<file path="config.mk">
export PLATFORM = sky130hd
export DESIGN_NAME = imem_loader_flat
export DESIGN_NICKNAME = d
export VERILOG_FILES = /design/src/rtl/imem_loader_if.sv /design/src/rtl/imem_loader.sv /design/src/flat_wrapper.sv
export SDC_FILE = /design/constraint.sdc
export NUM_CORES = 1
export LEC_CHECK = 0
export BUFFER_PORTS_ARGS = -buffer_cell sky130_fd_sc_hd__buf_2
export CAP_MARGIN = 20
export CELL_PAD_IN_SITES_DETAIL_PLACEMENT = 1
export CELL_PAD_IN_SITES_GLOBAL_PLACEMENT = 1
export CORE_MARGIN = 2
export CORE_UTILIZATION = 44
export CTS_CLUSTER_DIAMETER = 150
export DETAILED_ROUTE_END_ITERATION = 16
export GPL_ROUTABILITY_DRIVEN = 1
export GPL_TIMING_DRIVEN = 0
export PLACE_DENSITY_LB_ADDON = 0.1
export SLEW_MARGIN = 20
export SYNTH_ARGS = -nofsm -noshare
export SYNTH_HDL_FRONTEND = slang
export SYNTH_SLANG_ARGS = --single-unit
export TNS_END_PERCENT = 20
</file>
<file path="constraint.sdc">
create_clock -name clk -period 5.9 [get_ports clk]
set_input_delay 0 -clock clk [delete_from_list [all_inputs] [get_ports clk]]
set_output_delay 0 -clock clk [all_outputs]
set_load 0.02 [all_outputs]
</file>
<file path="src/rtl/imem_loader_if.sv">
// Handshake and write-bus bundle between imem_loader and its environment:
// the incoming program byte stream and the instruction-memory write port.
interface imem_loader_if;
  logic        rx_valid;
  logic [7:0]  rx_data;
  logic        rx_ready;
  logic        mem_we;
  logic [31:0] mem_addr;
  logic [31:0] mem_data;

  // Loader side: consumes bytes and drives the instruction-memory write port.
  modport master (
    input  rx_valid,
    input  rx_data,
    output rx_ready,
    output mem_we,
    output mem_addr,
    output mem_data
  );

  // Environment side: byte source plus instruction memory.
  modport slave (
    output rx_valid,
    output rx_data,
    input  rx_ready,
    input  mem_we,
    input  mem_addr,
    input  mem_data
  );
endinterface

</file>
<file path="src/rtl/imem_loader.sv">
// Boot loader: takes a length-prefixed big-endian byte stream and writes it into
// instruction memory while holding the CPU. Optional trailing XOR checksum: IMEM_LOADER_CHECKSUM_EN.
module imem_loader #(
  parameter logic [31:0] BASE_ADDR = 32'd0,
  parameter int unsigned MAX_WORDS = 1024
) (
  input  logic          clk,
  input  logic          reset,
  input  logic          start,
  imem_loader_if.master bus,
  output logic          hold_cpu,
  output logic          done,
  output logic          error
);

`ifdef IMEM_LOADER_CHECKSUM_EN
  typedef enum logic [2:0] {S_IDLE, S_HDR, S_DATA, S_WRITE, S_CSUM, S_DONE} state_t;
  localparam state_t S_FINISH = S_CSUM;
`else
  typedef enum logic [2:0] {S_IDLE, S_HDR, S_DATA, S_WRITE, S_DONE} state_t;
  localparam state_t S_FINISH = S_DONE;
`endif

  state_t      state_q, state_d;
  logic [1:0]  byte_cnt_q, byte_cnt_d;
  logic [15:0] word_count_q, word_count_d;
  logic [15:0] word_index_q, word_index_d;
  logic [23:0] word_buf_q, word_buf_d;
  logic [31:0] mem_addr_q, mem_addr_d;
  logic [31:0] mem_data_q, mem_data_d;
  logic        done_q, done_d;
  logic        error_q, error_d;
`ifdef IMEM_LOADER_CHECKSUM_EN
  logic [7:0]  csum_q, csum_d;
`endif

  logic        rx_ready_w;
  logic        accept;
  logic [15:0] hdr_count;
  logic [15:0] next_index;

  // Handshake and status outputs are pure functions of the current state.
  assign rx_ready_w = (state_q == S_HDR) || (state_q == S_DATA)
`ifdef IMEM_LOADER_CHECKSUM_EN
                      || (state_q == S_CSUM)
`endif
                      ;
  assign accept     = bus.rx_valid && rx_ready_w;
  assign hdr_count  = {word_count_q[15:8], bus.rx_data};
  assign next_index = word_index_q + 16'd1;

  assign bus.rx_ready = rx_ready_w;
  assign bus.mem_we   = (state_q == S_WRITE);
  assign bus.mem_addr = mem_addr_q;
  assign bus.mem_data = mem_data_q;
  assign hold_cpu     = (state_q != S_IDLE) && (state_q != S_DONE);
  assign done         = done_q;
  assign error        = error_q;

  always_comb begin
    // NOTE: every signal written here gets a default first, so no path can infer a latch.
    state_d      = state_q;
    byte_cnt_d   = byte_cnt_q;
    word_count_d = word_count_q;
    word_index_d = word_index_q;
    word_buf_d   = word_buf_q;
    mem_addr_d   = mem_addr_q;
    mem_data_d   = mem_data_q;
    done_d       = done_q;
    error_d      = error_q;
`ifdef IMEM_LOADER_CHECKSUM_EN
    csum_d       = csum_q;
`endif

    case (state_q)
      S_IDLE, S_DONE: begin
        if (start) begin
          state_d      = S_HDR;
          byte_cnt_d   = 2'd0;
          word_count_d = 16'd0;
          word_index_d = 16'd0;
          done_d       = 1'b0;
          error_d      = 1'b0;
`ifdef IMEM_LOADER_CHECKSUM_EN
          csum_d       = 8'd0;
`endif
        end
      end

      S_HDR: begin
        if (accept) begin
          if (byte_cnt_q == 2'd0) begin
            word_count_d = {bus.rx_data, 8'h00};
            byte_cnt_d   = 2'd1;
          end else begin
            word_count_d = hdr_count;
            byte_cnt_d   = 2'd0;
            if (hdr_count == 16'd0) begin
              state_d = S_FINISH;
            end else if ({16'd0, hdr_count} > MAX_WORDS) begin
              error_d = 1'b1;
              state_d = S_DONE;
            end else begin
              state_d = S_DATA;
            end
          end
        end
      end

      S_DATA: begin
        if (accept) begin
          // byte_cnt wraps 3 -> 0 on its own, ready for the next word.
          byte_cnt_d = byte_cnt_q + 2'd1;
          word_buf_d = {word_buf_q[15:0], bus.rx_data};
`ifdef IMEM_LOADER_CHECKSUM_EN
          csum_d     = csum_q ^ bus.rx_data;
`endif
          if (byte_cnt_q == 2'd3) begin
            mem_data_d = {word_buf_q, bus.rx_data};
            mem_addr_d = BASE_ADDR + {14'd0, word_index_q, 2'b00};
            state_d    = S_WRITE;
          end
        end
      end

      S_WRITE: begin
        word_index_d = next_index;
        state_d      = (next_index == word_count_q) ? S_FINISH : S_DATA;
      end

`ifdef IMEM_LOADER_CHECKSUM_EN
      S_CSUM: begin
        if (accept) begin
          if (bus.rx_data != csum_q) error_d = 1'b1;
          state_d = S_DONE;
        end
      end
`endif

      default: state_d = S_IDLE;
    endcase

    // done rises on entry to DONE and stays until the next start clears it.
    if (state_d == S_DONE) done_d = 1'b1;
  end

  always_ff @(posedge clk) begin
    // NOTE: sequential state uses non-blocking assignments so every flop samples pre-edge values.
    if (reset) begin
      state_q      <= S_IDLE;
      byte_cnt_q   <= 2'd0;
      word_count_q <= 16'd0;
      word_index_q <= 16'd0;
      word_buf_q   <= 24'd0;
      mem_addr_q   <= 32'd0;
      mem_data_q   <= 32'd0;
      done_q       <= 1'b0;
      error_q      <= 1'b0;
`ifdef IMEM_LOADER_CHECKSUM_EN
      csum_q       <= 8'd0;
`endif
    end else begin
      state_q      <= state_d;
      byte_cnt_q   <= byte_cnt_d;
      word_count_q <= word_count_d;
      word_index_q <= word_index_d;
      word_buf_q   <= word_buf_d;
      mem_addr_q   <= mem_addr_d;
      mem_data_q   <= mem_data_d;
      done_q       <= done_d;
      error_q      <= error_d;
`ifdef IMEM_LOADER_CHECKSUM_EN
      csum_q       <= csum_d;
`endif
    end
  end

endmodule

</file>
<file path="src/flat_wrapper.sv">
// flat-port wrapper written by rule: the top's interface ports become plain ports
module imem_loader_flat 
#(
  parameter logic [31:0] BASE_ADDR = 32'd0,
  parameter int unsigned MAX_WORDS = 1024
)
  (clk, reset, start, hold_cpu, done, error, bus_rx_valid, bus_rx_data, bus_rx_ready, bus_mem_we, bus_mem_addr, bus_mem_data);
  imem_loader_if bus_i ();
  input  logic clk;
  input  logic reset;
  input  logic start;
  output logic hold_cpu;
  output logic done;
  output logic error;
  input wire logic [$bits(bus_i.rx_valid)-1:0] bus_rx_valid;
  input wire logic [$bits(bus_i.rx_data)-1:0] bus_rx_data;
  output wire logic [$bits(bus_i.rx_ready)-1:0] bus_rx_ready;
  output wire logic [$bits(bus_i.mem_we)-1:0] bus_mem_we;
  output wire logic [$bits(bus_i.mem_addr)-1:0] bus_mem_addr;
  output wire logic [$bits(bus_i.mem_data)-1:0] bus_mem_data;
  assign bus_i.rx_valid = bus_rx_valid;
  assign bus_i.rx_data = bus_rx_data;
  assign bus_rx_ready = bus_i.rx_ready;
  assign bus_mem_we = bus_i.mem_we;
  assign bus_mem_addr = bus_i.mem_addr;
  assign bus_mem_data = bus_i.mem_data;
  imem_loader #(.BASE_ADDR(BASE_ADDR), .MAX_WORDS(MAX_WORDS)) u_core (.clk(clk), .reset(reset), .start(start), .bus(bus_i), .hold_cpu(hold_cpu), .done(done), .error(error));
endmodule
</file>
==> results.toml <==
[synthesis]
yosys_warnings = 0
synthCells = 649
yosysMostFrequentCell = "nand2_1"
synth_top_family_by_area = "simple AND/OR/NAND/NOR gates"
muxShareOfSynthArea_pct = 0.2261
synthAdderAreaFrac_pct = 0.7538
async_reset_ff_share_pct = 0
synth-simple-area-share_pct = 27.19
synthDominantCellAreaShare_pct = 44.62
synth_compound_area_share_pct = 16.73
yosysSeqAreaShare_pct = 44.62
ys_seq_elements = 111
synth_edf_count = 0
ys.flop_type = "dfxtp_1"
ys_top_cells_by_count = "nand2_1, dfxtp_1, a21oi_1"
yosysTopAreaCell = "dfxtp_1"
synth_xor_area_share_pct = 3.518
avgSynthCellArea_um2 = 7.673
synth_area_um2 = 4980
ys_top_cells_by_area = "dfxtp_1, nand2_1, a21oi_1, nor2_1, nand3_1"
synth_cell_types = 55

[global_routing]
grt_max_degree = 19
grt_pass1_wl_um = 24570
antenna_found_initial = 0
overflow = 0
grt_usage_pct = 27.06
grt_pass1_vias = 4588

[worst_setup_path]
end_kind = "register"
cp.required_ns = 6.15
critical_path_arrival_ns = 2.83
critPathKind = "register to register"
r2r_start = "u_core.word_index_q[0]"
start_kind = "register"
worstPathMaxFanout = 8
critPathTopFamily = "compound AO/OA/AOI/OAI gates"
slowest_delay_ns = 0.53
cp-startpoint = "u_core.word_index_q[0]"
crit_slowest_cell = "dfxtp_1"
critPathBufInv = 0
path_cells = "ha_1, nand3_4, or3_1, a211oi_1, o2111a_2, a31oi_1, o31a_1"

[cells_and_area]
syn_to_final_growth_pct = 18.97
diodes = 0
fillCellCount = 1408
stdcell_count = 892
drive_gt1_share_pct = 16.36
final_nets = 762
fin_util_pct = 54.18

[timing]
rsz0062_at_grt = "false"
tightest_slew_ns = 1.047
finalHoldViolCount = 0
finalSetupViolCount = 0
finalMaxSlewViolations = 0
relSlewSlack_pct = 30.06
fin_skew_ns = 0.01018
max_freq_mhz = 387.6
finalCritPeriodShare_pct = 43.73
tns_ns = 0
fin_crit_ns = 2.580

[detailed_routing]
wl_um = 15960
drtPass1Iterations = 4
drtIter0Drc = 236
route.detailed.drc = 0
vias = 4795
drtAntennaViolNets = 0
wl_per_cell_um = 17.90
avgViaCountPerCell = 5.376

[die]
start_util_pct = 45.54
die_area_um2 = 12180
dieWidth_um = 110.4
dieHeight_um = 110.4
fp-row-count = 38
pin_count = 81
core-area_um2 = 10940

[cts]
cts_sinks = 111
insertion_delay_ns = 0.36
postCtsSetupRepairBufs = 0
numCtsBuffers = 9
tritoncts = "yes"
clock_path_buffers = 2
cts_resized = 0
ctsRootBufferMaster = "clkbuf_16"
htree_levels = 3
path_clk_slew_ns = 0.07
hold_buffers = 9

[placed_design]
numPlacedInstances = 867
dp_hpwl_um = 11560
place.port_buffers = 63
place.gp.congestion = 0.9074

[pwr]
ir_worst_vdd_v = 0.0002209
p_per_area_nw_per_um2 = 253.2
power_uw = 1500
p_leak_uw = 0.002301

[outcome]
outcome = "completed"

[flow_run]
cap_violations = 0

[min_path]
hold_start = "bus_rx_valid"
min_path_type = "input pin to register"
## final timing paths
kind | endpoint | slack, ns | cells past startpoint
min | u_core.state_q[0] | 0.15 | 6
max | u_core.state_q[1] | 3.32 | 7
max reg2reg | u_core.state_q[1] | 3.32 | 7
min reg2reg | u_core.bus.mem_addr[5] | 0.45 | 2
## state kept, by name (all words and copies together) (netlist names)
register / count
u_core.word_count_q: 16
u_core.word_index_q: 16
u_core.byte_cnt_q: 2
u_core.bus.mem_addr: 16
u_core.done: 1
u_core.word_buf_q: 24
u_core.error: 1
u_core.state_q: 3
u_core.bus.mem_data: 32
## metrics by stage
stage               hold slack, ns  worst slack (ns)  instance area [µm²]
finish                      0.1509             3.320                 5924
detailed placement          0.3233             3.406                 5527
floorplan                   0.1360             3.802                 5036
global placement            0.3116             3.466                 5527
global route                0.1958             3.194                 5924
CTS                         0.1552             3.344                 5924
## final cells by class
cell class	instances	area, µm²	share of cell area, %
plain buffers	62	320.3	5.407
clock buffers	11	242.7	4.097
clock inverters	5	65.06	1.098
inverters	6	22.52	0.3801
multi-input cells	485	2471	41.71
flip-flops and latches	111	2222	37.51
well taps	140	175.2	2.957
repair buffers	72	405.4	6.843
## worst reg2reg max path, cell delays in order (launching register included)
cell and delay (ns):
dfxtp_1 0.53, ha_1 0.43, nand3_4 0.18, or3_1 0.39, a211oi_1 0.31, o2111a_2 0.27
a31oi_1 0.11, o31a_1 0.25
## report_power, final
| part | internal, µW | switching, µW |
|---|---|---|
| clock | 345 | 296 |
| combinational | 32.2 | 68.2 |
| sequential | 752 | 5.73 |
| total | 1130 | 370 |
## layer usage
layer  GRT usage [%]  share of wire, %
met5               0                 0
met4           7.232               1.5
met3           5.585               4.0
met2           45.00                48
met1           35.76                47
## cells by family after synthesis
family,after synthesis
flops,111
mux,1
buf+inv,68
fa+ha+maj,3
simple gates,297
xor+xnor,20
compound gates,148
other cells,1
## placed cells by master (no fill, tap or decap), drive strengths merged, types with 2 or more instances in the layout
master,n
ha,3
nand2b,7
conb,16
inv,6
a211oi,4
nor3b,5
and3,4
a22oi,4
o31a,2
nor2b,4
a31oi,3
nand4,5
a311oi,3
or3,3
nor3,10
clkbuf,41
clkinvlp,2
a21oi,107
o21a,2
buf,95
nand3,27
nor2,36
xor2,8
xnor2,12
dlygate4sd3,9
o21ai,13
or4,2
a21o,2
clkinv,2
nand2,182
nor4,8
dfxtp,111
No activity file was read; power rests on OpenSTA's default activity.
